===== config.mk =====
export PLATFORM = sky130hd
export DESIGN_NAME = ysyx_lsu_l1d
export DESIGN_NICKNAME = d
export VERILOG_FILES = /design/src/rtl/ysyx_lsu_l1d.sv
export SDC_FILE = /design/constraint.sdc
export NUM_CORES = 1
export LEC_CHECK = 0
export CAP_MARGIN = 20
export CORE_ASPECT_RATIO = 2
export CORE_MARGIN = 2
export CORE_UTILIZATION = 35
export CTS_CLUSTER_SIZE = 14
export DETAILED_ROUTE_END_ITERATION = 10
export SYNTH_ARGS = -nofsm -noshare
export SYNTH_HDL_FRONTEND = slang
export SYNTH_SLANG_ARGS = --single-unit

===== constraint.sdc =====
create_clock -name clk -period 3.8 [get_ports clk]
set_input_delay 0.76 -clock clk [delete_from_list [all_inputs] [get_ports clk]]
set_output_delay 0.76 -clock clk [all_outputs]
set_load 0.05 [all_outputs]

===== src/rtl/ysyx_lsu_l1d.sv =====
// Load/store unit with a direct-mapped, write-through, no-write-allocate L1D.
// One BIT_W word per line; loads are aligned and extended here, uncacheable
// addresses go straight to the bus, stores always go to the bus and merge
// into the line only on a valid tag hit.
module ysyx_lsu_l1d #(
  parameter int BIT_W   = 32,
  parameter int L1D_LEN = 2
) (
  input  logic             clk,
  input  logic             rst,
  input  logic [BIT_W-1:0] addr,
  input  logic             ren,
  input  logic             wen,
  input  logic             lsu_avalid,
  input  logic [3:0]       alu_op,
  input  logic [BIT_W-1:0] wdata,
  input  logic             fence_i,
  output logic [BIT_W-1:0] rdata_o,
  output logic             rvalid_o,
  output logic             wready_o,
  output logic [BIT_W-1:0] lsu_araddr_o,
  output logic             lsu_arvalid_o,
  output logic [7:0]       lsu_rstrb_o,
  input  logic [BIT_W-1:0] lsu_rdata,
  input  logic             lsu_rvalid,
  output logic [BIT_W-1:0] lsu_awaddr_o,
  output logic             lsu_awvalid_o,
  output logic [BIT_W-1:0] lsu_wdata_o,
  output logic [7:0]       lsu_wstrb_o,
  output logic             lsu_wvalid_o,
  input  logic             lsu_wready,
  output logic [31:0]      perf_hit_o,
  output logic [31:0]      perf_miss_o
);

  localparam int unsigned SETS  = 1 << L1D_LEN;
  localparam int          TAG_W = BIT_W - L1D_LEN - 2;

  localparam logic [3:0] YSYX_ALU_OP_LB  = 4'b0000;
  localparam logic [3:0] YSYX_ALU_OP_LH  = 4'b0001;
  localparam logic [3:0] YSYX_ALU_OP_LW  = 4'b0010;
  localparam logic [3:0] YSYX_ALU_OP_LBU = 4'b0100;
  localparam logic [3:0] YSYX_ALU_OP_LHU = 4'b0101;

  typedef enum logic [2:0] {
    S_IDLE,
    S_HIT,
    S_RD,
    S_RESP,
    S_WR
  } state_t;

  state_t state_q, state_d;

  logic [BIT_W-1:0] addr_q;
  logic [BIT_W-1:0] wdata_q;
  logic [BIT_W-1:0] rdata_q;
  logic [3:0]       op_q;
  logic             rvalid_q;
  logic             pend_q;
  logic [31:0]      hit_cnt_q;
  logic [31:0]      miss_cnt_q;

  logic [SETS-1:0]  valid_q;
  logic [TAG_W-1:0] tag_q  [SETS];
  logic [BIT_W-1:0] line_q [SETS];

  logic [L1D_LEN-1:0] req_idx, cur_idx;
  logic [TAG_W-1:0]   req_tag, cur_tag;
  logic               req_cacheable, cur_cacheable;
  logic               req_hit, cur_hit;
  logic               accept, to_idle, flush;

  function automatic logic is_cacheable(input logic [BIT_W-1:0] a);
    return (a >= BIT_W'(32'h3000_0000) && a < BIT_W'(32'h4000_0000)) ||
           (a >= BIT_W'(32'h8000_0000) && a < BIT_W'(32'h8040_0000)) ||
           (a >= BIT_W'(32'ha000_0000) && a < BIT_W'(32'hc000_0000));
  endfunction

  function automatic logic [7:0] rstrb_of(input logic [3:0] op);
    case (op)
      YSYX_ALU_OP_LB, YSYX_ALU_OP_LBU: return 8'h01;
      YSYX_ALU_OP_LH, YSYX_ALU_OP_LHU: return 8'h03;
      YSYX_ALU_OP_LW:                  return 8'h0f;
      default:                         return 8'h00;
    endcase
  endfunction

  function automatic logic [BIT_W-1:0] load_ext(input logic [BIT_W-1:0] w,
                                                input logic [1:0]       off,
                                                input logic [3:0]       op);
    logic [BIT_W-1:0] s;
    s = w >> {off, 3'b000};
    case (op)
      YSYX_ALU_OP_LB:  return {{(BIT_W-8){s[7]}}, s[7:0]};
      YSYX_ALU_OP_LBU: return {{(BIT_W-8){1'b0}}, s[7:0]};
      YSYX_ALU_OP_LH:  return {{(BIT_W-16){s[15]}}, s[15:0]};
      YSYX_ALU_OP_LHU: return {{(BIT_W-16){1'b0}}, s[15:0]};
      YSYX_ALU_OP_LW:  return s;
      default:         return '0;
    endcase
  endfunction

  assign req_idx       = addr[L1D_LEN+1:2];
  assign req_tag       = addr[BIT_W-1:L1D_LEN+2];
  assign cur_idx       = addr_q[L1D_LEN+1:2];
  assign cur_tag       = addr_q[BIT_W-1:L1D_LEN+2];
  assign req_cacheable = is_cacheable(addr);
  assign cur_cacheable = is_cacheable(addr_q);
  assign req_hit       = valid_q[req_idx] && (tag_q[req_idx] == req_tag);
  assign cur_hit       = valid_q[cur_idx] && (tag_q[cur_idx] == cur_tag);

  assign accept  = (state_q == S_IDLE) && lsu_avalid && (ren || wen) && !fence_i;
  assign to_idle = (state_q != S_IDLE) && (state_d == S_IDLE);
  // A fence seen while busy (held or arriving on the final cycle) takes effect
  // on the edge back into IDLE, after any fill or merge of that access.
  assign flush   = ((state_q == S_IDLE) && fence_i) || (to_idle && (pend_q || fence_i));

  assign rdata_o      = rdata_q;
  assign rvalid_o     = rvalid_q;
  assign lsu_araddr_o = addr_q;
  assign lsu_awaddr_o = addr_q;
  assign lsu_wdata_o  = wdata_q;
  assign perf_hit_o   = hit_cnt_q;
  assign perf_miss_o  = miss_cnt_q;

  // State register.
  always_ff @(posedge clk) begin
    if (rst) state_q <= S_IDLE;
    else     state_q <= state_d;
  end

  // Next-state and bus handshake outputs.
  always_comb begin
    state_d       = state_q;
    lsu_arvalid_o = 1'b0;
    lsu_rstrb_o   = '0;
    lsu_awvalid_o = 1'b0;
    lsu_wvalid_o  = 1'b0;
    lsu_wstrb_o   = '0;
    wready_o      = 1'b0;
    case (state_q)
      S_IDLE: begin
        if (accept) begin
          if (wen)                            state_d = S_WR;
          else if (req_cacheable && req_hit)  state_d = S_HIT;
          else                                state_d = S_RD;
        end
      end
      S_HIT:  state_d = S_IDLE;
      S_RD: begin
        lsu_arvalid_o = 1'b1;
        lsu_rstrb_o   = rstrb_of(op_q);
        if (lsu_rvalid) state_d = S_RESP;
      end
      S_RESP: state_d = S_IDLE;
      S_WR: begin
        lsu_awvalid_o = 1'b1;
        lsu_wvalid_o  = 1'b1;
        lsu_wstrb_o   = {4'b0000, op_q};
        if (lsu_wready) begin
          wready_o = 1'b1;
          state_d  = S_IDLE;
        end
      end
      default: state_d = S_IDLE;
    endcase
  end

  // Request latches, cache arrays, load result and performance counters.
  always_ff @(posedge clk) begin
    if (rst) begin
      addr_q     <= '0;
      wdata_q    <= '0;
      rdata_q    <= '0;
      op_q       <= '0;
      rvalid_q   <= 1'b0;
      pend_q     <= 1'b0;
      hit_cnt_q  <= '0;
      miss_cnt_q <= '0;
      valid_q    <= '0;
      for (int unsigned i = 0; i < SETS; i++) begin
        tag_q[i]  <= '0;
        line_q[i] <= '0;
      end
    end else begin
      rvalid_q <= 1'b0;

      if (accept) begin
        addr_q  <= addr;
        op_q    <= alu_op;
        wdata_q <= wdata;
        if (!wen && req_cacheable && !req_hit) miss_cnt_q <= miss_cnt_q + 32'd1;
      end

      case (state_q)
        S_HIT: begin
          rdata_q   <= load_ext(line_q[cur_idx], addr_q[1:0], op_q);
          rvalid_q  <= 1'b1;
          hit_cnt_q <= hit_cnt_q + 32'd1;
        end
        S_RD: begin
          if (lsu_rvalid) begin
            rdata_q  <= load_ext(lsu_rdata, addr_q[1:0], op_q);
            rvalid_q <= 1'b1;
            if (cur_cacheable) begin
              line_q[cur_idx]  <= lsu_rdata;
              tag_q[cur_idx]   <= cur_tag;
              valid_q[cur_idx] <= 1'b1;
            end
          end
        end
        S_WR: begin
          if (lsu_wready && cur_hit) begin
            for (int unsigned b = 0; b < 4; b++) begin
              if (op_q[b]) line_q[cur_idx][8*b +: 8] <= wdata_q[8*b +: 8];
            end
          end
        end
        default: ;
      endcase

      if (state_q == S_IDLE || to_idle) pend_q <= 1'b0;
      else if (fence_i)                 pend_q <= 1'b1;

      if (flush) valid_q <= '0;
    end
  end

endmodule


==> key figures <==
Status
  • Status: finished, final reports clean

Floorplanning
  • Row Count: around 130
  • Core footprint: slightly below 60,000 um2
  • Initial core utilization: 0.354
  • Die Wd: ~180 um
  • Die area: 60,900 um2
  • I/O Pins: roughly 320
  • Chip height: 347 um

Routing
  • 1st-iter DRT viols: between 1,000 and 1,500
  • TritonRoute pass-1 iters: 5
  • Wire per inst: 23.0 um
  • Vias: 16,500
  • DR DRC count: 0
  • Post-DRT Antenna Nets: 0
  • Total Wirelength: just over 70,000 um
  • Vias per cell: 5.39

Clock network
  • CTS Hold Buffers Added: 0
  • H-tree lvl count: 2
  • Clk_lat worst skew: about 0.57 ns
  • Post-cts resize count: 0
  • Worst-path clk slew: around 0.06 ns
  • Clk buf depth: 3
  • Postcts setup bufs: 0
  • CTS tree: done
  • Root Buffer: clkbuf_16
  • Sinks on Clock Net: between 400 and 500
  • Number of buffers created by CTS: 41

STA
  • Minimum clock period: approximately 3.6 ns
  • Fmax: around 0.28 GHz
  • Worst setup margin: between 0.15 and 0.2 ns
  • Unrepaired setup endpoints after global routing: no
  • Final period util: 0.948
  • Worst slew pin tran: just under 1 ns
  • Setup violations, final: 0
  • WHS: approximately 0.46 ns
  • Final Max Slew Viols: 0
  • Final hold viol count: 0
  • Slew margin rel.: 0.343
  • Worst clock skew: ~0.030 ns

Yosys
  • Most frequent cell after synthesis: nor2_1
  • Post-synth EDFFs: 240
  • Top_reg_cell synth: edfxtp_1
  • Seq/Total Area, Yosys: 0.520
  • #FFs+latches synth: just over 400
  • Synth top area cells: edfxtp_1, dfxtp_1, mux4_2
  • Synth async-reset ratio: 0
  • Ys Warns: 0
  • Cell taking the most area after synthesis: edfxtp_1
  • Syn Inst Count: 1,937
  • Syn Area/Cell: approximately 11 um2
  • Cell Area, Synth: slightly above 20,000 um2
  • Synth top cells by count: nor2_1, nand2_1, edfxtp_1, dfxtp_1, a21oi_1
  • Yosys cell types: between 60 and 70
  • Area share of the largest cell type after synthesis: 0.350

Final layout
  • Area delta synth->final: 28.7%
  • Layout Utilization: 0.455
  • Post-route cell area: 26,500 um2
  • Final layout net count: ~2,400
  • Fraction of layout cells with a size suffix above 1: 0.143

Critical path
  • RR Endpoint: line_q[3][5]
  • Data arrival, critical path: ~3.9 ns
  • Critical path launch point type: flop
  • FF-to-FF path depth: 13
  • Delay-heaviest family, CP: buffers and inverters
  • Bufs and invs on worst path: 6
  • Critical Path Fanout Max: 15
  • Critical path class: reg2reg
  • Worst endpoint required time: between 4 and 5 ns
  • Critical path's most frequent cell: buf_4
  • Critical-path top delay cell: mux4_2
  • Slowest cell delay on critical path: around 0.53 ns
  • Crit path to: line_q[3][5]
  • Setup slack, reg-to-reg: around 0.2 ns
  • CP Capture Type: flop
  • Stages on the worst setup path: 13
  • CP Cell Sequence: buf_4 > mux4_2 > xnor2_1 > nand4_1 > buf_4 > or4_1 > buf_4 > buf_4 > nor3_2 > buf_12 > nor2_1 > nor2_1 > buf_4

Global routing
  • Vias in the first global route: ~17,000
  • GR Util met1: 0.243
  • GRT Max-Usage Layer: met2
  • Global-route wire length before repair: a little over 100,000 um
  • Global-route total usage across every layer: 0.227
  • Initial antenna violation count: 2
  • Met3 GRT Util: 0.0301
  • Gr ovfl total: 0
  • Pin count of the biggest net entering global routing: slightly below 90
  • Met2 usage: 0.422

Pwr
  • Leak Pwr: between 9 and 10 nW
  • Final Power: approximately 0.011 W
  • Power Dens Cells: 397 nW/um2
  • Worst vdd ir: between 0.2 and 0.3 mV

Run
  • Max cap viols: 0

Min path
  • Hold Crit Class: reg2reg
  • Hold depth: 2

Placement
  • GPL Wtd Cong: slightly above 0.9
  • Hpwl dp: 52,600 um
  • Worst Setup Slack post-DPL: 0.0104 ns
  • Placement Cell Area: 25,200 um2
  • Port-buffer cells: approximately 310
[kinds of logic (layout without fill, tap and decap cells)]
| family | count (synthesis) | count (layout) | synth area share |
|---|---|---|---|
| and+or+nand+nor | 769 | 769 | 0.167 |
| adders and majority gates | 2 | 2 | 0.00122 |
| muxes | 188 | 188 | 0.145 |
| AOI/OAI and AO/OA | 261 | 261 | 0.0789 |
| other | 1 | 14 | 0.000182 |
| buffers and inverters | 212 | 572 | 0.0495 |
| xor gates and xnor gates | 89 | 89 | 0.0379 |
| DFF | 415 | 415 | 0.520 |
[cell usage in the layout (no fill, tap or decap), types with 6 or more instances in the layout]
| master | count |
|---|---|
| xor2_1 | 51 |
| xnor2_1 | 38 |
| or3_1 | 12 |
| edfxtp_1 | 240 |
| clkinv_1 | 7 |
| o31ai_1 | 9 |
| mux4_2 | 87 |
| nand3_1 | 34 |
| nand2_1 | 249 |
| or4_1 | 9 |
| nor3_1 | 36 |
| inv_1 | 56 |
| nor2b_1 | 8 |
| nor4_1 | 15 |
| clkbuf_16 | 43 |
| and2_1 | 10 |
| clkdlybuf4s50_1 | 304 |
| nand2b_1 | 19 |
| and3_1 | 17 |
| nor2_1 | 312 |
| o21ai_1 | 6 |
| mux2i_1 | 84 |
| buf_12 | 22 |
| buf_4 | 113 |
| clkbuf_1 | 10 |
| o22ai_1 | 8 |
| dfxtp_1 | 173 |
| o21ai_0 | 44 |
| a211oi_1 | 7 |
| mux2_2 | 17 |
| a22oi_1 | 15 |
| a21oi_1 | 129 |
| nand4_1 | 20 |
| o211ai_4 | 6 |
| a21o_1 | 11 |
| conb_1 | 12 |
[power by group]
| part | leakage (nW) | internal [W] | total, W | switching, W |
|---|---|---|---|---|
| combinational | 4.81 | 0.000581 | 0.00148 | 0.000896 |
| clock | 0.641 | 0.00225 | 0.00404 | 0.00180 |
| sequential | 3.89 | 0.00488 | 0.00499 | 0.000116 |
| total | 9.34 | 0.00771 | 0.0105 | 0.00281 |
[flip-flops by register name (all words and copies together) (netlist names), named ones only]
name / cells
lsu_araddr_o: 32
pend_q: 1
perf_miss_o: 32
state_q: 3
rdata_o: 32
lsu_wdata_o: 32
rvalid_o: 1
op_q: 4
valid_q: 4
line_q: 128
tag_q: 112
perf_hit_o: 32
[metrics by stage]
step                setup TNS [ns]  instances
floorplan                        0       1948
global placement            -0.365       2992
detailed placement               0       2992
CTS                              0       3067
global route                     0       3072
finish                           0       3072
[worst register-to-register path, cell delays in order (launching register included)]
cell     delay [ns]
dfxtp_4        0.48
buf_4          0.22
mux4_2         0.53
xnor2_1        0.17
nand4_1        0.13
buf_4          0.18
or4_1          0.53
buf_4          0.20
buf_4          0.14
nor3_2         0.20
buf_12         0.19
nor2_1         0.07
nor2_1         0.13
buf_4          0.17
[routing by layer]
metal	wire length (um)	part of all wire
met1	25100	0.35
met2	37200	0.53
met3	4100	0.058
met4	4340	0.061
met5	0	0
[area by class of cell]
| class | count | area, um2 |
|---|---|---|
| fillers | 5461 | 31700 |
| repair buffers | 442 | 4350 |
| well taps | 762 | 953 |
| diodes | 2 | 5.00 |
| clock buffers | 58 | 1180 |
| multi-input cells | 1321 | 8950 |
| clock inverters | 17 | 124 |
| flip-flops and latches | 415 | 10700 |
| inverters | 55 | 206 |
[worst min-delay path by stage]
stage / start / end / slack (ns)
2_1_floorplan: pend_q / pend_q / 0.43
3_3_place_gp: pend_q / pend_q / 0.45
3_5_place_dp: rdata_o[7] / rdata_o[7] / 0.46
4_1_cts: rdata_o[7] / rdata_o[7] / 0.46
5_1_grt: rdata_o[7] / rdata_o[7] / 0.49
6_report: rdata_o[7] / rdata_o[7] / 0.46
Power figures use the tool's default switching activity.
